**config.mk**
```make
export PLATFORM = sky130hd
export DESIGN_NAME = div32
export DESIGN_NICKNAME = d
export VERILOG_FILES = /design/src/rtl/div32.sv
export SDC_FILE = /design/constraint.sdc
export NUM_CORES = 1
export LEC_CHECK = 0
export ABC_CLOCK_PERIOD_IN_PS = 9100
export BUFFER_PORTS_ARGS = -buffer_cell sky130_fd_sc_hd__buf_2
export CAP_MARGIN = 20
export CORE_UTILIZATION = 50
export DETAILED_ROUTE_END_ITERATION = 10
export PLACE_DENSITY = 0.74
export RECOVER_POWER = 25
export SYNTH_ARGS = -nofsm -noshare
export SYNTH_HDL_FRONTEND = slang
export SYNTH_SLANG_ARGS = --single-unit
```
**constraint.sdc**
```tcl
create_clock -name clk -period 9.1 [get_ports clk]
set_input_delay 0.91 -clock clk [delete_from_list [all_inputs] [get_ports clk]]
set_output_delay 0.91 -clock clk [all_outputs]
set_load 0.02 [all_outputs]
```
**src/rtl/div32.sv**
```systemverilog
// div32: sequential unsigned 64/32 restoring divider.
// Produces one quotient bit per clock. The dividend register shifts out
// dividend bits at the top and shifts quotient bits in at the bottom, so after
// 64 steps it holds the full 64-bit quotient.
//
// state  | meaning
// -------+---------------------------------------------------------------
// S_IDLE | waiting for start; result outputs hold the last completion
// S_RUN  | 64 restoring-division steps, MSB first; cnt_q counts down to 0
module div32 (
    input  logic        clk,
    input  logic        rst_n,
    input  logic        start,
    input  logic [63:0] A64,
    input  logic [31:0] B,
    output logic [63:0] OUT64,
    output logic        busy,
    output logic        done,
    output logic        dz,
    output logic        ovf
);

    typedef enum logic {S_IDLE, S_RUN} state_t;

    state_t      state_q, state_d;
    logic [5:0]  cnt_q, cnt_d;
    logic [63:0] dvd_q, dvd_d;
    logic [32:0] rem_q, rem_d;
    logic [31:0] b_q, b_d;
    logic [63:0] out_q, out_d;
    logic        done_q, done_d;
    logic        dz_q, dz_d;
    logic        ovf_q, ovf_d;

    logic [32:0] rem_sh;
    logic [33:0] trial;
    logic        qbit;
    logic [32:0] rem_nx;
    logic [63:0] quo_nx;

    // One restoring step: shift in the next dividend bit, trial-subtract the divisor.
    always_comb begin
        rem_sh = {rem_q[31:0], dvd_q[63]};
        trial  = {1'b0, rem_sh} - {2'b00, b_q};
        qbit   = ~trial[33];
        rem_nx = qbit ? trial[32:0] : rem_sh;
        quo_nx = {dvd_q[62:0], qbit};
    end

    // Next-state, datapath load/step and completion logic.
    always_comb begin
        state_d = state_q;
        cnt_d   = cnt_q;
        dvd_d   = dvd_q;
        rem_d   = rem_q;
        b_d     = b_q;
        out_d   = out_q;
        done_d  = 1'b0;
        dz_d    = dz_q;
        ovf_d   = ovf_q;
        case (state_q)
            S_IDLE: begin
                if (start) begin
                    dvd_d   = A64;
                    b_d     = B;
                    rem_d   = '0;
                    cnt_d   = 6'd63;
                    state_d = S_RUN;
                end
            end
            S_RUN: begin
                dvd_d = quo_nx;
                rem_d = rem_nx;
                cnt_d = cnt_q - 6'd1;
                if (cnt_q == 6'd0) begin
                    state_d = S_IDLE;
                    done_d  = 1'b1;
                    if (b_q == 32'd0) begin
                        // With a zero divisor every trial succeeds, so the
                        // remainder register ends up holding A64[31:0].
                        out_d = {rem_nx[31:0], 32'hFFFF_FFFF};
                        dz_d  = 1'b1;
                        ovf_d = 1'b0;
                    end else begin
                        out_d = {rem_nx[31:0], quo_nx[31:0]};
                        dz_d  = 1'b0;
                        ovf_d = |quo_nx[63:32];
                    end
                end
            end
            default: state_d = S_IDLE;
        endcase
    end

    // State and datapath registers; reset aborts any division in flight.
    always_ff @(posedge clk or negedge rst_n) begin
        if (!rst_n) begin
            state_q <= S_IDLE;
            cnt_q   <= '0;
            dvd_q   <= '0;
            rem_q   <= '0;
            b_q     <= '0;
            out_q   <= '0;
            done_q  <= 1'b0;
            dz_q    <= 1'b0;
            ovf_q   <= 1'b0;
        end else begin
            state_q <= state_d;
            cnt_q   <= cnt_d;
            dvd_q   <= dvd_d;
            rem_q   <= rem_d;
            b_q     <= b_d;
            out_q   <= out_d;
            done_q  <= done_d;
            dz_q    <= dz_d;
            ovf_q   <= ovf_d;
        end
    end

    assign OUT64 = out_q;
    assign busy  = (state_q == S_RUN);
    assign done  = done_q;
    assign dz    = dz_q;
    assign ovf   = ovf_q;

endmodule

```
==> out/metrics.cfg, run 1 <==
[sta]
whs_ns = 0.477
layout_min_cycle_time_ns = 3.75
timing_worst_slew_pin_value_ns = 1.07
fin_skew_ns = 0.0155
fin_tns_setup_ns = 0
final_max_slew_viol_count = 0
setup_viol = 0
final_hold_viol_count = 0
finalCritPeriodShare_pct = 41.2
rsz0062_at_grt = false
fmax_ghz = 0.266
slew_headroom_pct = 28.5

[synth]
ys_types = 59
synth_edf_count = 0
synth_top_area_share_pct = 48.0
async_reset_ff_share_pct = 100
netlist_area_mm2 = 0.0105
yosysMostFrequentCell = dfrtp_1
synth_area_leaders = dfrtp_1 (48%), mux2i_1 (6.6%), o21ai_0 (6.1%), nand2_1 (5.2%), ha_1 (3.9%)
synth_cells = 1063
syn_nets = 1196
yosysTopAreaCell = dfrtp_1
ys_ff_latch = 202
ys.warnings.count = 0
syn_area_per_cell_um2 = 9.91
synth_common_cells = dfrtp_1 (202), nand2_1 (147), o21ai_0 (129), mux2i_1 (69), clkbuf_1 (51)
seq_area_frac_synth_pct = 48.0
synth_ff_type = dfrtp_1

[critical_path]
path_max_fanout = 18
cp.required_ns = 9.50
ff2ff_path_depth = 9
rrSetupSlack_ns = 5.35
arrival_ns = 4.15
crit_path_start_kind = register
end_kind = register
worst-setup-path-type = reg2reg

[place]
hpwl_mm = 18.4
io_buffers = 166
dpl_cell_area_mm2 = 0.0115
gp_congestion = 0.950

[die]
start_util_pct = 51.5
core_mm2 = 0.0204
fp-row-count = 52
die_height_um = 147
io_pins = 167
fp.dieArea_mm2 = 0.0216
die_w_um = 147

[power_and_ir_drop]
power_leakage_nw = 6.22
pwr-share-seq_pct = 29.5
swShare_pct = 42.0
internal_power_mw = 3.30
power_switching_mw = 2.39
powerDensity_mw_per_mm2 = 459
clkPwrFrac_pct = 17.5
pwr-share-comb_pct = 53.0
irDropWorstVdd_v = 0.000161

[hold_path]
whs_path_depth = 2
hold_class = reg2reg

[finish]
layout.nets = 1331
num_antenna_cells = 0
area_growth_pct = 17.8
design_area_mm2 = 0.0124
utilization_pct = 60.7
drive_above_1_share_pct = 21.1

[outcome]
run_status = finished clean

[cts]
post_cts_buffers = 0
cts_resized = 0
cts_tree = yes
h-tree-depth = 1
ctsHoldBuffers = 0
cts_made_buffers = 23
clk_pin_slew_ns = 0.07
clockRootBuffer = clkbuf_16
clockBufferDepth = 3
clk_latency_ns = 0.52
clock_sinks = 202

[routing]
drt_first_pass_iters = 5
num_vias = 8430
route.detailed.drc = 0
vias_per_cell = 5.68
drtIter0Drc = 492
wl_per_cell_um = 18.0
antenna_left = 0
wirelength_mm = 26.7

[global_route]
gr-usage-all-layers_pct = 25.3
grt_pass1_wl_mm = 44.4
grt_max_degree = 122
grt_antenna_before_repair = 0
grt_pass1_vias = 8538
grt-ovfl-total = 0

[run]
maxCapViolations = 0

==> cell type report <==
| type | count | area, um^2 |
|---|---|---|
| clock inverters | 10 | 158 |
| inverters | 45 | 169 |
| flip-flops and latches | 202 | 5060 |
| fillers | 1802 | 8030 |
| well taps | 270 | 338 |
| multi-input cells | 750 | 5040 |
| clock buffers | 32 | 679 |
| repair buffers | 176 | 957 |
==> logic make-up (layout without fill, tap and decap cells) <==
group                      Yosys count  in the layout  synth area share (%)
and+or+nand+nor                    278            278                  12.3
muxes                              103            103                  10.8
xor gates and xnor gates            27             27                  2.25
DFF                                202            202                  48.0
buffers and inverters              111            263                  4.19
AOI/OAI and AO/OA                  308            308                  18.4
adders and majority gates           34             34                  4.11
==> registers in the layout, summed over array words and instances, names as in the netlist <==
register / flops
OUT64: 64
dvd_q: 64
b_q: 32
rem_q: 32
cnt_q: 6
busy: 1
done: 1
dz: 1
ovf: 1
==> worst max-delay path, cell delays in order, from the launching register on <==
cell	delay [ns]
dfrtp_1	0.42
ha_1	0.42
nand4_1	0.22
or3_1	0.45
nor3_1	0.19
a221o_1	0.23
a21o_1	0.59
buf_4	0.44
mux2_2	0.40
mux2_2	0.27
==> metal layers <==
layer	vias to the layer above	GRT usage, %	share of wire [%]
li1	4097	-	-
met1	4087	36.1	48
met2	205	40.2	45
met3	41	3.35	4.9
met4	0	7.32	2.0
met5	-	0	0
==> power groups by stage <==
stage / Combinational, mW / Clock [mW] / Sequential, mW
floorplan: 2.17 / 0 / 1.73
global placement: 2.92 / 0 / 1.67
detailed placement: 2.98 / 0 / 1.68
CTS: 3.00 / 1.01 / 1.67
global route: 3.33 / 1.06 / 1.73
finish: 3.01 / 0.998 / 1.68
==> final timing paths <==
check                      startpoint   endpoint
hold reg to reg                   ovf        ovf
min in group asynchronous       rst_n  OUT64[19]
setup reg to reg            rem_q[22]  OUT64[38]
setup / recovery            rem_q[22]  OUT64[38]
hold / removal                    ovf        ovf
max in group asynchronous       rst_n  OUT64[43]
==> placed cells by master (no fill, tap or decap), drive strengths merged, types with 32 or more instances in the layout <==
cell    count
a21o       34
nand2     147
dfrtp     202
mux2i      69
clkbuf     33
buf       175
inv        46
mux2       34
ha         33
a21oi      37
o21ai     130
o22a       32
==> stage by stage <==
step	power, mW	std cells	worst slack, ns
final	5.69	1485	5.35
after floorplan	3.90	1063	5.97
after CTS	5.68	1483	5.32
after global placement	4.59	1441	5.39
after detailed placement	4.66	1441	5.31
after global routing	6.12	1485	5.03
No activity file was read; power rests on OpenSTA's default activity.
==> inputs of run 2 (changes only) <==
--- a/config.mk
+++ b/config.mk
@@ -5,12 +5,13 @@
 export SDC_FILE = /design/constraint.sdc
 export NUM_CORES = 1
 export LEC_CHECK = 0
-export ABC_CLOCK_PERIOD_IN_PS = 9100
+export ABC_AREA = 1
+export ABC_CLOCK_PERIOD_IN_PS = 3300
 export BUFFER_PORTS_ARGS = -buffer_cell sky130_fd_sc_hd__buf_2
 export CAP_MARGIN = 20
 export CORE_UTILIZATION = 50
 export DETAILED_ROUTE_END_ITERATION = 10
-export PLACE_DENSITY = 0.74
+export PLACE_DENSITY = 0.76
 export RECOVER_POWER = 25
 export SYNTH_ARGS = -nofsm -noshare
 export SYNTH_HDL_FRONTEND = slang
==> constraint.sdc (replaced) <==
create_clock -name clk -period 3.3 [get_ports clk]
set_input_delay 0.33 -clock clk [delete_from_list [all_inputs] [get_ports clk]]
set_output_delay 0.33 -clock clk [all_outputs]
set_load 0.02 [all_outputs]
==> run 2 against run 1 <==
Against the previous run: the run now ends with max-capacitance violations, max-slew violations left; flip-flop and latch count is the same; count of clock-buffer cells in the layout is the same; clock skew grew 0.0013 ns; largest cell class unchanged.
==> out/metrics.cfg, run 2 <==
[cts]
clk_pin_slew_ns = 0.06
cts_made_buffers = 23
cts_tree = yes
cts_resized = 0
clock_sinks = 202
clk_latency_ns = 0.52
clockRootBuffer = clkbuf_16
clockBufferDepth = 3
h-tree-depth = 1

[synth]
ys_ff_latch = 202
synth_ff_type = dfrtp_1
yosysMostFrequentCell = nand2_1
synth_edf_count = 0
synth_common_cells = nand2_1 (572), inv_1 (211), dfrtp_1 (202), nand3_1 (84), nor2_1 (82)
yosysTopAreaCell = dfrtp_1
seq_area_frac_synth_pct = 46.1
syn_area_per_cell_um2 = 7.43
synth_cells = 1476
ys.warnings.count = 0
ys_types = 39
synth_area_leaders = dfrtp_1 (46%), nand2_1 (20%), inv_1 (7.2%), nand3_1 (3.8%), ha_1 (3.8%)
async_reset_ff_share_pct = 100
synth_top_area_share_pct = 46.1
netlist_area_mm2 = 0.0110
syn_nets = 1609

[die]
die_w_um = 150
core_mm2 = 0.0213
start_util_pct = 51.5
die_height_um = 150
fp.dieArea_mm2 = 0.0225
fp-row-count = 53
io_pins = 167

[global_route]
grt_max_degree = 75
grt_antenna_before_repair = 5
grt_pass1_vias = 9757
grt-ovfl-total = 0
grt_pass1_wl_mm = 48.3
gr-usage-all-layers_pct = 27.0

[finish]
final_cells = 1924
final_cell_mix = nand2_1 (572), inv_1 (210), dfrtp_1 (201), buf_2 (165), nand3_1 (84)
area_growth_pct = 16.7
seq_area_mm2 = 0.00506
drive_above_1_share_pct = 14.9
utilization_pct = 60.1
layout.nets = 1765
fillers = 1977
layout_commonest_cell = nand2_1
multi_input_area_mm2 = 0.00482

[routing]
wirelength_mm = 29.6
drt_first_pass_iters = 6
vias_per_cell = 5.20
wl_per_cell_um = 15.4
num_vias = 10000
route.detailed.drc = 0
drtIter0Drc = 624
antenna_left = 0

[run]
maxCapViolations = 1

[sta]
layout_min_cycle_time_ns = 2.53
fin_tns_setup_ns = 0
final_hold_viol_count = 0
finalCritPeriodShare_pct = 76.7
whs_ns = 0.0191
fin_skew_ns = 0.0168
setup_viol = 0
slew_headroom_pct = -26.8
timing_worst_slew_pin_value_ns = 1.90
rsz0062_at_grt = false
final_max_slew_viol_count = 74
fmax_ghz = 0.395

[power_and_ir_drop]
p_total_mw = 15.7
irDropWorstVdd_v = 0.000506
power_leakage_nw = 6.99
powerDensity_mw_per_mm2 = 1220

[place]
io_buffers = 166
dp_cells = 1875
hpwl_mm = 21.0
gp_congestion = 0.983

[hold_path]
hold_class = in2reg
whs_path_depth = 3

[outcome]
violations = max-capacitance violations, max-slew violations
run_status = finished with violations

[critical_path]
arrival_ns = 2.93
ff2ff_path_depth = 11
end_kind = register
crit_path_start_kind = register
path_max_fanout = 34
cp.required_ns = 3.70
worst-setup-path-type = reg2reg

==> run 2: worst paths after layout <==
path                       startpoint  slack [ns]         to
max in group asynchronous       rst_n        0.89  dvd_q[42]
min in group asynchronous       rst_n        0.87  OUT64[39]
min reg2reg                 OUT64[40]        0.48  OUT64[40]
min                            A64[5]        0.02   dvd_q[5]
max reg2reg                 rem_q[29]        0.77  OUT64[57]
max                         rem_q[29]        0.77  OUT64[57]
==> run 2: final cells by class <==
cell class / instances / area share [%]
Inverter: 223 / 6.59
Antenna cell: 2 / 0.0391
Tap cell: 275 / 2.69
Clock buffer: 32 / 5.00
Sequential cell: 202 / 39.5
Multi-Input combinational cell: 997 / 37.7
Clock inverter: 8 / 0.567
Timing Repair Buffer: 185 / 7.92
==> run 2: report_power, final <==
part	leakage (nW)	total [mW]	internal [mW]	switching, mW
sequential	2.44	4.41	3.74	0.666
clock	0.355	2.45	1.43	1.02
combinational	4.19	8.81	2.97	5.84
==> run 2: timing repair <==
item / CTS / global route
hold endpoints to repair: 77 / 0
hold buffers: 7 / 0
buffers inserted: 0 / 0
==> run 2: cell families after synthesis <==
logic type / count (synthesis) / synth area share (%)
simple gates: 795 / 29.8
buf+inv: 277 / 10.1
flops: 202 / 46.1
compound gates: 156 / 9.14
fa+ha+maj: 34 / 3.95
xor+xnor: 12 / 0.958
==> run 2: routing by layer <==
metal / track usage [%] / up-vias / share of wire (%)
met1: 36.4 / 4683 / 44
met4: 5.91 / 6 / 1.7
met5: 0 / - / 0.10
met2: 44.4 / 312 / 46
li1: - / 4960 / -
met3: 6.21 / 48 / 7.9
==> run 2: critical path, stage by stage (launching register included) <==
cell and delay [ns]:
dfrtp_1 0.41, ha_1 0.38, a21oi_1 0.22, nor2_1 0.06
nor3_1 0.19, nand2_1 0.13, nor2_4 0.18, nand2_8 0.19
inv_6 0.31, nand2_1 0.16, nand3_1 0.12, nand2_1 0.06
==> run 2: per-stage QoR <==
stage | area (um^2) | worst slack (ns)
finish | 12800 | 0.770
global route | 12800 | 0.451
CTS | 12800 | 0.818
detailed placement | 12000 | 0.836
global placement | 12000 | 0.859
floorplan | 11000 | 1.36
